--- config.mk ---
export PLATFORM = sky130hd
export DESIGN_NAME = black_box_xform
export DESIGN_NICKNAME = d
export VERILOG_FILES = /design/src/rtl/black_box_xform.sv
export SDC_FILE = /design/constraint.sdc
export NUM_CORES = 1
export LEC_CHECK = 0
export CELL_PAD_IN_SITES_DETAIL_PLACEMENT = 1
export CELL_PAD_IN_SITES_GLOBAL_PLACEMENT = 2
export CORE_UTILIZATION = 37
export CTS_CLUSTER_DIAMETER = 60
export DETAILED_ROUTE_END_ITERATION = 6
export DONT_BUFFER_PORTS = 1
export GPL_TIMING_DRIVEN = 0
export PLACE_DENSITY = 0.77
export SLEW_MARGIN = 0
export SYNTH_ARGS = -nofsm -noshare
export SYNTH_HDL_FRONTEND = slang
export SYNTH_SLANG_ARGS = --single-unit
--- constraint.sdc ---
create_clock -name clk -period 2.1 [get_ports clk]
set_input_delay 0.525 -clock clk [delete_from_list [all_inputs] [get_ports clk]]
set_output_delay 0.525 -clock clk [all_outputs]
set_load 0.005 [all_outputs]
--- src/rtl/black_box_xform.sv ---
// Valid/ready pipeline that applies a mode-selected transform (pass, xor, increment,
// running accumulate) to each accepted beat and delivers it DEPTH cycles later in order.
module black_box_xform #(
  parameter int               WIDTH   = 4,
  parameter int               DEPTH   = 2,
  parameter logic [WIDTH-1:0] XOR_KEY = WIDTH'('hC),
  parameter logic [WIDTH-1:0] ADD_INC = WIDTH'(1)
) (
  input  logic             clk,
  input  logic             rst,
  input  logic [WIDTH-1:0] from,
  input  logic             from_valid,
  output logic             from_ready,
  input  logic [1:0]       mode,
  output logic [WIDTH-1:0] to,
  output logic             to_carry,
  output logic             to_valid,
  input  logic             to_ready,
  output logic [15:0]      beat_count
);

  typedef enum logic [1:0] {
    MODE_PASS = 2'd0,
    MODE_XOR  = 2'd1,
    MODE_INC  = 2'd2,
    MODE_ACC  = 2'd3
  } mode_e;

  logic [WIDTH-1:0] data_q [DEPTH];
  logic [DEPTH-1:0] carry_q;
  logic [DEPTH-1:0] valid_q;
  logic [DEPTH-1:0] ready;
  logic [WIDTH-1:0] acc_q;
  logic [WIDTH-1:0] x_data;
  logic             x_carry;
  logic [WIDTH:0]   inc_sum;
  logic [WIDTH:0]   acc_sum;
  logic             in_fire;
  logic             out_fire;

  assign inc_sum = {1'b0, from} + {1'b0, ADD_INC};
  assign acc_sum = {1'b0, acc_q} + {1'b0, from};

  // NOTE: every output of a combinational block gets a default first so no path infers a latch.
  always_comb begin
    x_data  = from;
    x_carry = 1'b0;
    case (mode_e'(mode))
      MODE_PASS: x_data = from;
      MODE_XOR:  x_data = from ^ XOR_KEY;
      MODE_INC: begin
        x_data  = inc_sum[WIDTH-1:0];
        x_carry = inc_sum[WIDTH];
      end
      MODE_ACC: begin
        x_data  = acc_sum[WIDTH-1:0];
        x_carry = acc_sum[WIDTH];
      end
      default: x_data = from;
    endcase
  end

  // A stage may load when it is empty or its contents move on this same edge.
  always_comb begin : ready_chain
    logic r;
    ready          = '0;
    r              = !valid_q[DEPTH-1] || to_ready;
    ready[DEPTH-1] = r;
    for (int k = DEPTH - 2; k >= 0; k--) begin
      r        = !valid_q[k] || r;
      ready[k] = r;
    end
  end

  assign from_ready = !rst && ready[0];
  assign in_fire    = from_valid && from_ready;
  assign out_fire   = to_valid && to_ready;

  assign to       = data_q[DEPTH-1];
  assign to_carry = carry_q[DEPTH-1];
  assign to_valid = valid_q[DEPTH-1];

  // NOTE: state registers use non-blocking assignments so every stage samples pre-edge values.
  always_ff @(posedge clk) begin
    if (rst) begin
      // NOTE: stage data is cleared too, so the output bus reads zero straight out of reset.
      for (int k = 0; k < DEPTH; k++) data_q[k] <= '0;
      carry_q    <= '0;
      valid_q    <= '0;
      acc_q      <= '0;
      beat_count <= '0;
    end else begin
      if (ready[0]) begin
        valid_q[0] <= in_fire;
        data_q[0]  <= x_data;
        carry_q[0] <= x_carry;
      end
      for (int k = 1; k < DEPTH; k++) begin
        if (ready[k]) begin
          valid_q[k] <= valid_q[k-1];
          data_q[k]  <= data_q[k-1];
          carry_q[k] <= carry_q[k-1];
        end
      end
      if (in_fire && mode_e'(mode) == MODE_ACC) acc_q <= acc_sum[WIDTH-1:0];
      if (out_fire) beat_count <= beat_count + 16'd1;
    end
  end

endmodule

==> out/metrics.sh <==
RUN_STATUS='finished clean'
VIAS_PER_CELL=5.36
SYNTHESIS.AREA_UM2=1620
ARRIVAL_NS=2.19
TOTAL_SWITCHING_POWER_W=0.000284
MAX_FREQ_MHz=506
CLOCK_TREE_FROM_TRITONCTS='done'
ROUTABILITYCONGESTION=0.772
PWR-SHARE-SEQ_PCT=54.7
PWR-SHARE-COMB_PCT=8.0
TIMING_HOLD_VIOLATIONS_FINAL=0
LAYOUT.CELL_AREA.NON_FILLER_UM2=1760
POSTROUTEWIRELENGTH_UM=3630
GRTUSAGETOTAL_PCT=18.1
PORT_BUFFERS=0
P_INT_W=0.000923
MAX-VDD-IR-DROP_mV=0.285
CLKLATENCYLATEPIN_NS=0.28
POST_SYNTH.CELL_AREA_AVG_UM2=9.20
TIMING.CRITICAL_PATH.TO_TYPE='flip-flop'
PLACEMENT.CELL_AREA_UM2=1680
TOTAL_LEAKAGE_POWER_nW=0.656
YOSYS_REGISTER_BITS=32
MOSTFREQUENTLAYOUTCELL='nor2_1'
COREAREA_UM2=4090
DIE_HEIGHT_UM=68.2
CLOCK_SKEW_NS=0.00297
VIAS=1249
DRT_ITER0_DRC=15
CLOCK_TREE_SINKS=32
SYN-INSTANCE-COUNT=176
CP_DATA_REQUIRED_TIME_NS=2.31
POWER.DENSITY_CELL_AREA_nW_PER_UM2=685
FP.DIEAREA_UM2=4640
PERIOD_SHARE_PCT=94.1
HOLD_PATH_CLASS='input port to flip-flop'
GRT-OVFL-TOTAL=0
UNIQUE_CELL_TYPE_COUNT_IN_THE_YOSYS_NETLIST=39
FINALSETUPVIOLCOUNT=0
SLEW_HEADROOM_PCT=51.0
START_UTIL_PCT=39.6
REPORT.FINAL.SLEW_VIOL_COUNT=0
GRT_FIRST_PASS_WIRELENGTH_UM=6020
WORST_PIN_SLEW_NS=0.729
POSTROUTEANTENNANETS=0
FLOW.AREA_GROWTH_FROM_SYNTHESIS_PCT=8.81
NUM-NETS-FINAL=199
LARGEST_NET_DEGREE_AT_THE_START_OF_GLOBAL_ROUTING=11
GRT_ANTENNA_BEFORE_REPAIR=0
FLOORPLAN.ROWS=23
RSZ0062_AT_GRT='no'
CRIT_FANOUT=5
ASYNC_FLOP_SHARE_PCT=0
CRITICALPATHCATEGORY='flip-flop to flip-flop'
SYNTHESIS.YOSYS.WARNINGS=0
MOSTFREQUENTLAYOUTCELLS='nor2_1 (29), dfxtp_1 (23), a21oi_1 (10)'
SYNTH-MAIN-FF-CELL='dfxtp_1'
ANTENNA_CELLS_INSERTED=0
FIRST_GLOBAL_VIAS=1330
DRIVE_GT1_SHARE_PCT=8.74
DIEWIDTH_UM=68.2
POWER.CLOCK.FRACTION_PCT=37.4
MAX_CAP_VIOLATIONS=0
SYN_NETS=193
DP.FINAL_HPWL_UM=2810
FIN_UTIL_PCT=43.1
REMAINING_DRC_ERRORS=0
WORSTSETUPSTARTPOINTTYPE='flip-flop'
WORST_SETUP_HOLD_PATH_CLK_SLEW_NS=0.07
NETLIST_TOP_CELLS_AREA='dfxtp_1 (30%), edfxtp_1 (15%), nor2_1 (6.7%)'
SYNTH.LARGEST_AREA_CELL='dfxtp_1'
SYNTH_SEQUENTIAL_AREA_RATIO_PCT=44.5
CTSHOLDBUFFERS=0
IO_PINS=33
CTSLONGESTPATHBUFFERS=2
CTS-ROOT-BUF='clkbuf_8'
POST_SYNTH_TOP_AREA_SHARE_PCT=29.7
CTS_REPAIR_RESIZE_COUNT=1
FINALWORSTPATHREQUIREDPERIOD_NS=1.98
POST_CTS_BUFFERS=0
POWER.SHARE.SWITCHING_PCT=23.5
DRT_PASS1_ITERATIONS=4
HTREEDEPTH=2
SYNTH-EDFF-COUNT=8
CTS_INSERTED_BUFFERS=5
AVGROUTEDWIREPERCELL_UM=15.6
[worst max-delay path, stage by stage, from the launching register on]
cell,delay [ns]
dfxtp_1,0.40
ha_1,0.19
and4_2,0.30
or4b_1,0.50
or3_1,0.36
a21oi_1,0.15
[worst paths after layout]
| kind | from | endpoint | slack (ns) | depth (start not counted) |
|---|---|---|---|---|
| worst min register to register | carry_q[0] | carry_q[0] | 0.46 | 2 |
| worst max register to register | beat_count[1] | beat_count[14] | 0.12 | 5 |
| worst min-delay path | from_valid | valid_q[0] | 0.38 | 2 |
| worst max-delay path | beat_count[1] | beat_count[14] | 0.12 | 5 |
[Yosys cell counts (2+ instances only)]
| library cell | count |
|---|---|
| a211oi_1 | 2 |
| a21oi_1 | 10 |
| and2_1 | 5 |
| and4_1 | 2 |
| buf_4 | 4 |
| clkbuf_1 | 5 |
| dfxtp_1 | 24 |
| edfxtp_1 | 8 |
| ha_1 | 6 |
| inv_1 | 7 |
| mux2i_1 | 5 |
| nand2_1 | 7 |
| nand2b_1 | 4 |
| nand3_1 | 8 |
| nand4_1 | 5 |
| nor2_1 | 29 |
| nor2b_1 | 3 |
| nor3_1 | 4 |
| o21ai_0 | 4 |
| or3_1 | 3 |
| xnor2_1 | 7 |
| xor2_1 | 7 |
[per-stage QoR]
step	setup slack [ns]	total power [W]	hold slack (ns)	TNS (ns)	cells
final	0.124	0.00121	0.382	0	233
after global routing	0.0292	0.00126	0.401	0	233
after CTS	0.0189	0.00123	0.373	0	234
after detailed placement	-0.0466	0.000772	0.454	-0.0749	226
after global placement	0.0622	0.000764	0.449	0	226
after floorplan	0.228	0.000746	0.433	0	176
[cell families after synthesis]
| group | after synthesis | synth area share, % |
|---|---|---|
| mux | 6 | 3.79 |
| xor+xnor | 14 | 7.57 |
| simple gates | 78 | 25.3 |
| fa+ha+maj | 7 | 5.87 |
| buf+inv | 17 | 4.87 |
| flops | 32 | 44.5 |
| compound gates | 22 | 8.12 |
[per-layer routing]
layer,vias up,part of all wire (%),GRT usage (%)
met2,31,47,30.3
met3,7,5.8,5.83
met5,-,0,0
met1,593,45,21.2
li1,618,-,-
met4,0,1.5,7.03
[power groups by stage]
stage,clock (W),sequential [W],combinational (W)
after floorplan,0,0.000670,0.0000764
after detailed placement,0,0.000674,0.0000977
after global routing,0.000492,0.000662,0.000109
after global placement,0,0.000672,0.0000924
after CTS,0.000474,0.000660,0.0000983
final,0.000451,0.000660,0.0000960
[final cells by class]
cell class,count,area (um^2)
fillers,475,2320
flip-flops and latches,32,722
clock inverters,1,3.75
plain buffers,9,48.8
multi-input cells,127,822
clock buffers,7,76.3
inverters,7,26.3
well taps,50,62.6
[sequential cells by signal (all words and copies together), names as in the netlist]
register    flops
carry_q         2
acc_q           4
beat_count     16
valid_q         2
data_q          8
Power figures use the tool's default switching activity.
